[config.mk]
export PLATFORM = sky130hd
export DESIGN_NAME = ps2_host_tx
export DESIGN_NICKNAME = d
export VERILOG_FILES = /design/src/rtl/ps2_host_tx.sv
export SDC_FILE = /design/constraint.sdc
export NUM_CORES = 1
export LEC_CHECK = 0
export CAP_MARGIN = 40
export CELL_PAD_IN_SITES_DETAIL_PLACEMENT = 1
export CELL_PAD_IN_SITES_GLOBAL_PLACEMENT = 1
export CORE_AREA = 2 2 65 128
export CTS_CLUSTER_SIZE = 16
export DETAILED_ROUTE_END_ITERATION = 10
export DIE_AREA = 0 0 67 130
export GPL_TIMING_DRIVEN = 1
export PLACE_DENSITY_LB_ADDON = 0.05
export SYNTH_ARGS = -nofsm -noshare
export SYNTH_HDL_FRONTEND = slang
export SYNTH_SLANG_ARGS = --single-unit
[constraint.sdc]
create_clock -name clk -period 1.95 [get_ports clk]
set_input_delay 0.2925 -clock clk [delete_from_list [all_inputs] [get_ports clk]]
set_output_delay 0.2925 -clock clk [all_outputs]
set_load 0.01 [all_outputs]
[src/rtl/ps2_host_tx.sv]
// ps2_host_tx: host-to-device PS/2 command transmitter.
// Drives the shared PS/2 clock/data pins through open-drain enables. It sends the
// request-to-send sequence, shifts the byte out on device clock falling edges,
// then samples the device ACK. A transaction that stalls is ended by an overall timeout.
module ps2_host_tx #(
    parameter int INHIBIT_CYCLES = 5000,
    parameter int TIMEOUT_CYCLES = 750000
) (
    input  logic       clk,
    input  logic       rst,
    input  logic [7:0] tx_data,
    input  logic       tx_valid,
    output logic       tx_ready,
    input  logic       ps2_clk_in,
    input  logic       ps2_data_in,
    output logic       ps2_clk_oe,
    output logic       ps2_data_oe,
    output logic       busy,
    output logic       done,
    output logic       ack_ok,
    output logic       err_timeout
);

    localparam logic [2:0] S_IDLE      = 3'd0;
    localparam logic [2:0] S_INHIBIT   = 3'd1;
    localparam logic [2:0] S_REQ       = 3'd2;
    localparam logic [2:0] S_SEND      = 3'd3;
    localparam logic [2:0] S_ACK       = 3'd4;
    localparam logic [2:0] S_WAIT_IDLE = 3'd5;
    localparam logic [2:0] S_DONE      = 3'd6;

    localparam int IW = $clog2(INHIBIT_CYCLES + 1);
    localparam int TW = $clog2(TIMEOUT_CYCLES + 1);
    localparam logic [IW-1:0] INH_LAST = IW'(INHIBIT_CYCLES - 1);
    localparam logic [TW-1:0] TO_LAST  = TW'(TIMEOUT_CYCLES - 1);

    logic [2:0]    state;
    logic          clk_s1, clk_s2, clk_prev;
    logic          data_s1, data_s2;
    logic          fe;
    logic [9:0]    shreg;     // {stop, parity, data}, shifted out LSB first
    logic [3:0]    bit_cnt;
    logic [IW-1:0] inh_cnt;
    logic [TW-1:0] to_cnt;
    logic          ack_smp;   // ACK seen on the 11th clock; published on done

    assign tx_ready = (state == S_IDLE);
    assign fe       = clk_prev & ~clk_s2;

    // Two-flop synchronizers for the asynchronous pins; reset to the idle-high bus level
    // so leaving reset never fakes a falling edge.
    always_ff @(posedge clk) begin
        if (rst) begin
            clk_s1   <= 1'b1;
            clk_s2   <= 1'b1;
            clk_prev <= 1'b1;
            data_s1  <= 1'b1;
            data_s2  <= 1'b1;
        end else begin
            clk_s1   <= ps2_clk_in;
            clk_s2   <= clk_s1;
            clk_prev <= clk_s2;
            data_s1  <= ps2_data_in;
            data_s2  <= data_s1;
        end
    end

    // Transaction sequencer: all pin enables and status outputs are registered here.
    always_ff @(posedge clk) begin
        if (rst) begin
            state       <= S_IDLE;
            ps2_clk_oe  <= 1'b0;
            ps2_data_oe <= 1'b0;
            busy        <= 1'b0;
            done        <= 1'b0;
            ack_ok      <= 1'b0;
            err_timeout <= 1'b0;
            shreg       <= '0;
            bit_cnt     <= '0;
            inh_cnt     <= '0;
            to_cnt      <= '0;
            ack_smp     <= 1'b0;
        end else begin
            done        <= 1'b0;
            err_timeout <= 1'b0;
            case (state)
                S_IDLE: begin
                    ps2_clk_oe  <= 1'b0;
                    ps2_data_oe <= 1'b0;
                    if (tx_valid) begin
                        shreg      <= {1'b1, ~^tx_data, tx_data};
                        busy       <= 1'b1;
                        ps2_clk_oe <= 1'b1;
                        inh_cnt    <= '0;
                        state      <= S_INHIBIT;
                    end
                end
                S_INHIBIT: begin
                    if (inh_cnt == INH_LAST) begin
                        ps2_data_oe <= 1'b1;   // start bit while clock still held
                        state       <= S_REQ;
                    end else begin
                        inh_cnt <= inh_cnt + 1'b1;
                    end
                end
                S_REQ: begin
                    ps2_clk_oe <= 1'b0;        // hand the clock to the device
                    to_cnt     <= '0;
                    bit_cnt    <= '0;
                    state      <= S_SEND;
                end
                S_SEND, S_ACK, S_WAIT_IDLE: begin
                    if (to_cnt == TO_LAST) begin
                        // Timeout wins over any edge arriving this cycle.
                        ps2_clk_oe  <= 1'b0;
                        ps2_data_oe <= 1'b0;
                        ack_ok      <= 1'b0;
                        err_timeout <= 1'b1;
                        done        <= 1'b1;
                        busy        <= 1'b0;
                        state       <= S_IDLE;
                    end else begin
                        to_cnt <= to_cnt + 1'b1;
                        if (state == S_SEND && fe) begin
                            ps2_data_oe <= ~shreg[0];
                            shreg       <= {1'b0, shreg[9:1]};
                            bit_cnt     <= bit_cnt + 1'b1;
                            if (bit_cnt == 4'd9)
                                state <= S_ACK;
                        end else if (state == S_ACK && fe) begin
                            ack_smp <= ~data_s2;
                            state   <= S_WAIT_IDLE;
                        end else if (state == S_WAIT_IDLE && clk_s2 && data_s2) begin
                            ack_ok <= ack_smp;
                            done   <= 1'b1;
                            busy   <= 1'b0;
                            state  <= S_DONE;
                        end
                    end
                end
                S_DONE: begin
                    state <= S_IDLE;
                end
                default: begin
                    state <= S_IDLE;
                end
            endcase
        end
    end

endmodule

After elaboration in Yosys (flattened, before gate mapping)
Index checks and enable logic that the tools add are counted.
Word-level totals
  register bits after elaboration: 62
  latch bits: 0
  memory bits (writable): 0
  ROM bits: 0
  output and inout port bits: 7
  memories: 0
Cells by class
  add/subtract/negate cells: 3
  multiply operators: 0
  div/mod/pow operators: 0
  order comparisons: 0
  equal/unequal tests: 22
  shift-type cells: 0
  multiplexer cells: 42
  bitwise gates (word level): 7
  reduce and logical (&&, ||, !) cells: 24
Operators with widths (number)
  20-bit case mux with 2 select lines: 1
  10-bit two-way mux: 3
  13-bit two-way mux: 2
  13-bit case mux with 2 select lines: 1
  3-bit two-way mux: 7
  20-bit by 1-bit adder with 20-bit output, second input constant: 1
  20-bit equality test, second input constant: 1
  20-bit two-way mux: 1
  10-bit case mux with 2 select lines: 1
  1-bit two-way mux: 19
  2-bit != test, second input constant: 8
  4-bit AND reduction: 4
  13-bit by 1-bit adder with 13-bit output, second input constant: 1
  13-bit equality test, second input constant: 1
  3-bit != test, second input constant: 4
  3-bit case mux with 4 select lines: 1
  3-bit AND reduction: 3
  4-bit two-way mux: 2
  4-bit case mux with 2 select lines: 1
  2-bit nonzero test: 4
  8-bit XNOR reduction: 1
  3-bit by 2-bit equality test with 1-bit output, second input constant: 2
  3-bit equality test, second input constant: 2
  1-bit NOT: 6
  15 further kinds: 21

Depth between registers and ports, before layout
Gate-level depths: netlist (run 1).
  word-level depth: 8
  gate-level depth with buffers: 9
  gate-level depth less buffers: 8

Worst setup path after synthesis (run 1)
No wires, ideal clock.
  kind: register to register
  from: register to_cnt[0]
  to: register shreg[0]
  arrival time: 1913 ps
  data required time: 1864 ps
  slack: -48 ps
  stages on the path, launching flop included: 9
  buffers on the path: 1
  cells stage by stage: dfxtp_1 ha_1 and3_1 nand2_1 nor2_1 o31ai_2 buf_2 nor2_1 a211oi_1
Between the ends
  longest elaborated chain between the ends: 3
Ends and longest elaborated chain
  from (decl): line 44  | logic [TW-1:0] to_cnt;
  from (signal assigned): line 123  | to_cnt <= to_cnt + 1'b1;
  20-bit equality test: line 113  | if (to_cnt == TO_LAST) begin
  2-bit != test (no line)
  4-bit AND reduction (no line)
  to (signal assigned): line 91  | shreg <= {1'b1, ~^tx_data, tx_data};
  to (signal assigned): line 126  | shreg <= {1'b0, shreg[9:1]};
  to (decl): line 41  | logic [9:0] shreg;
No other way between the ends.
A chain may end at the register's enable or synchronous reset.

Final worst setup path (run 1)
  from: register to_cnt[16]
  to: register to_cnt[14]
Between the ends
  longest elaborated chain between the ends: 3
Ends and longest elaborated chain (line)
  20-bit equality test: 113
  2-bit != test (no line)
  2-bit AND reduction (no line)
No other way between the ends.

==> reports/metrics.csv, run 1 <==
metric;value;unit
antenna_found_initial;0;
pin_count;20;
ys_warn_count;0;
yosysUniqueCellTypes;60;
clock_sinks;62;
netSwitchingFraction;0.311;
start_util;0.386;
wl;9470;um
final_area;4310;um^2
clockBufferDepth;2;
violations;negative setup slack;
slew_viol_final;0;
max-slew-margin-rel;0.631;
drive_above_1_share;0.313;
area_growth;42.5;%
dpl.hpwl;6310;um
syn-cell-area;3020;um^2
via_count;2908;
finalSetupViolations;28;
cts.reportedPaths.clkPinSlew;50;ps
drc;0;
power.internal;0.00299;W
grt_pass1_vias;3059;
synth_fp_nets;365;
routabilityCongestion;0.802;
core.rowCount;46;
p_total;0.00434;W
drt_first_pass_iters;4;
ir_worst_vdd;0.629;mV
die_w;67;um
die_area;8710;um^2
clkLatencyLatePin;330;ps
hp-class;reg2reg;
sequentialPowerShare;0.342;
power_frac_comb;0.313;
synth_area_leaders;dfxtp_1, nor2_1, xnor2_1, a211oi_1, nand2_1;
avgViaCountPerCell;5.52;
synth_cells;348;
grt_overflow;0;
synth_top_area_frac;0.411;
core_area;7830;um^2
tns;-1130;ps
fmax;484;MHz
fin_ws;-114;ps
synth.most_common_cell;dfxtp_1;
antennaDiodeCount;0;
power.share.clock;0.345;
cp-end-kind;flip-flop;
power_density;1010;nW/um^2
synth_flop_cell;dfxtp_1;
grt_max_degree;22;
p_leak;1.65;nW
rsz0062_at_grt;yes;
place_area;3680;um^2
fin_crit;2060;ps
cts-root-buf;clkbuf_16;
avgSynthCellArea;8.68;um^2
drv_cap;0;
synth_area_leader_cell;dfxtp_1;
wl_per_cell;18.0;um
ys_ff_latch;62;
cts_buffers;9;
status;finished with violations;
nets;445;
synth-edff-count;0;
worst_pin_slew;548;ps
grt_pass1_wl;14700;um
cp_data_arrival_time;2300;ps
report.final.hold_viol_count;0;
synthTopCellsByCount;dfxtp_1, nor2_1, nand2_1;
htreeDepth;3;
p_switching;0.00135;W
drt_iter0_markers;91;
critPathLaunchType;flip-flop;
critical_path_class;reg2reg;
die_height;130;um
synthArstFlopShare;0;
ant_nets;0;
critical_path_peak_fanout;6;
port_buffers;19;
grt.total_usage;0.221;
cts_tree;yes;
finalCritPeriodShare;1.06;
yosysSeqAreaShare;0.411;
skew;6.40;ps
worst_ep_required_time;2190;ps
power by group through the flow:
stage	clock network, W	logic, W	registers [W]
floorplan	0	0.000661	0.00148
global placement	0	0.00103	0.00149
detailed placement	0	0.00107	0.00150
CTS	0.00152	0.00113	0.00148
global route	0.00159	0.00147	0.00150
finish	0.00150	0.00136	0.00149
per-layer routing:
| metal | track usage | part of all wire | up-vias |
|---|---|---|---|
| li1 | - | - | 1418 |
| met1 | 0.276 | 0.43 | 1442 |
| met2 | 0.371 | 0.52 | 35 |
| met3 | 0.0466 | 0.025 | 13 |
| met4 | 0.0768 | 0.021 | 0 |
| met5 | 0 | 0 | - |
metrics by stage:
step | hold WS (ps) | instances | util | setup WS [ps]
3_5_place_dp | 396 | 501 | 0.471 | -134
6_report | 409 | 527 | 0.550 | -114
5_1_grt | 419 | 527 | 0.550 | -200
3_3_place_gp | 397 | 501 | 0.471 | -94.0
2_1_floorplan | 389 | 348 | - | -31.6
4_1_cts | 411 | 519 | 0.518 | -71.2
registers in the layout (all words and copies together) (netlist names), 3 cells and up:
name / flops
state: 3
bit_cnt: 4
inh_cnt: 13
shreg: 10
to_cnt: 20
logic make-up after synthesis:
kind of cell             after synthesis  synth area share
AND/OR/NAND/NOR                      149             0.257
AO/OA/AOI/OAI                         72             0.170
flip-flops                            62             0.411
XOR/XNOR                              25            0.0725
buffers and inverters                 25            0.0360
multiplexers                          11            0.0369
adder cells (fa/ha/maj)                4            0.0166
worst paths after layout:
path	from	endpoint	slack [ps]	cells after the start
worst max register to register	to_cnt[16]	to_cnt[14]	-110	9
worst min-delay path	data_s1	data_s2	410	1
worst min register to register	data_s1	data_s2	410	1
worst max-delay path	to_cnt[16]	to_cnt[14]	-110	9
layout by cell type (no fill, tap or decap), types with 6 or more instances in the layout:
cell type / count
buf_4: 56
dfxtp_1: 55
nor2_1: 44
nand2_1: 29
xnor2_1: 18
clkdlybuf4s50_1: 18
a21oi_1: 13
nand3_1: 12
mux2i_1: 10
a211oi_2: 10
clkbuf_16: 10
inv_1: 9
nor3_1: 8
nand4_1: 8
a211oi_1: 8
xor2_1: 7
dfxtp_2: 7
buf_6: 7
o21ai_0: 6
what timing repair did:
action / CTS / global route
endpoints found under the hold margin: 0 / 0
buffers inserted: 3 / 6
endpoints found under the setup margin: 30 / 37
gates resized for setup: 13 / 40
pin swaps: 8 / 8
gates cloned: 1 / 2
hold buffers: 0 / 0
worst max-delay path: stages, from the launching register on:
cell	delay (ps)
dfxtp_1	330
nor4bb_2	360
nand4_1	180
buf_6	170
buf_4	140
nor3_4	180
a2bb2oi_4	200
buf_6	140
o21ai_0	90
a21oi_1	190
layout make-up:
cell class                 count  area [um^2]
inverter                       9         33.8
sequential                    62         1250
fill                         933         3520
tap                           96          120
clock inverter                 1         5.00
timing repair buffer          85          766
multi-input combinational    261         1860
clock buffer                  13          270
(Power assumes the default switching activity.)
==> run 2, diff against run 1 <==
--- a/config.mk
+++ b/config.mk
@@ -14,6 +14,7 @@
 export DIE_AREA = 0 0 67 130
 export GPL_TIMING_DRIVEN = 1
 export PLACE_DENSITY_LB_ADDON = 0.05
+export SLEW_MARGIN = 10
 export SYNTH_ARGS = -nofsm -noshare
 export SYNTH_HDL_FRONTEND = slang
 export SYNTH_SLANG_ARGS = --single-unit
==> results of run 2 <==
The final DEF is identical to that of run 1; final timing and power are the same.
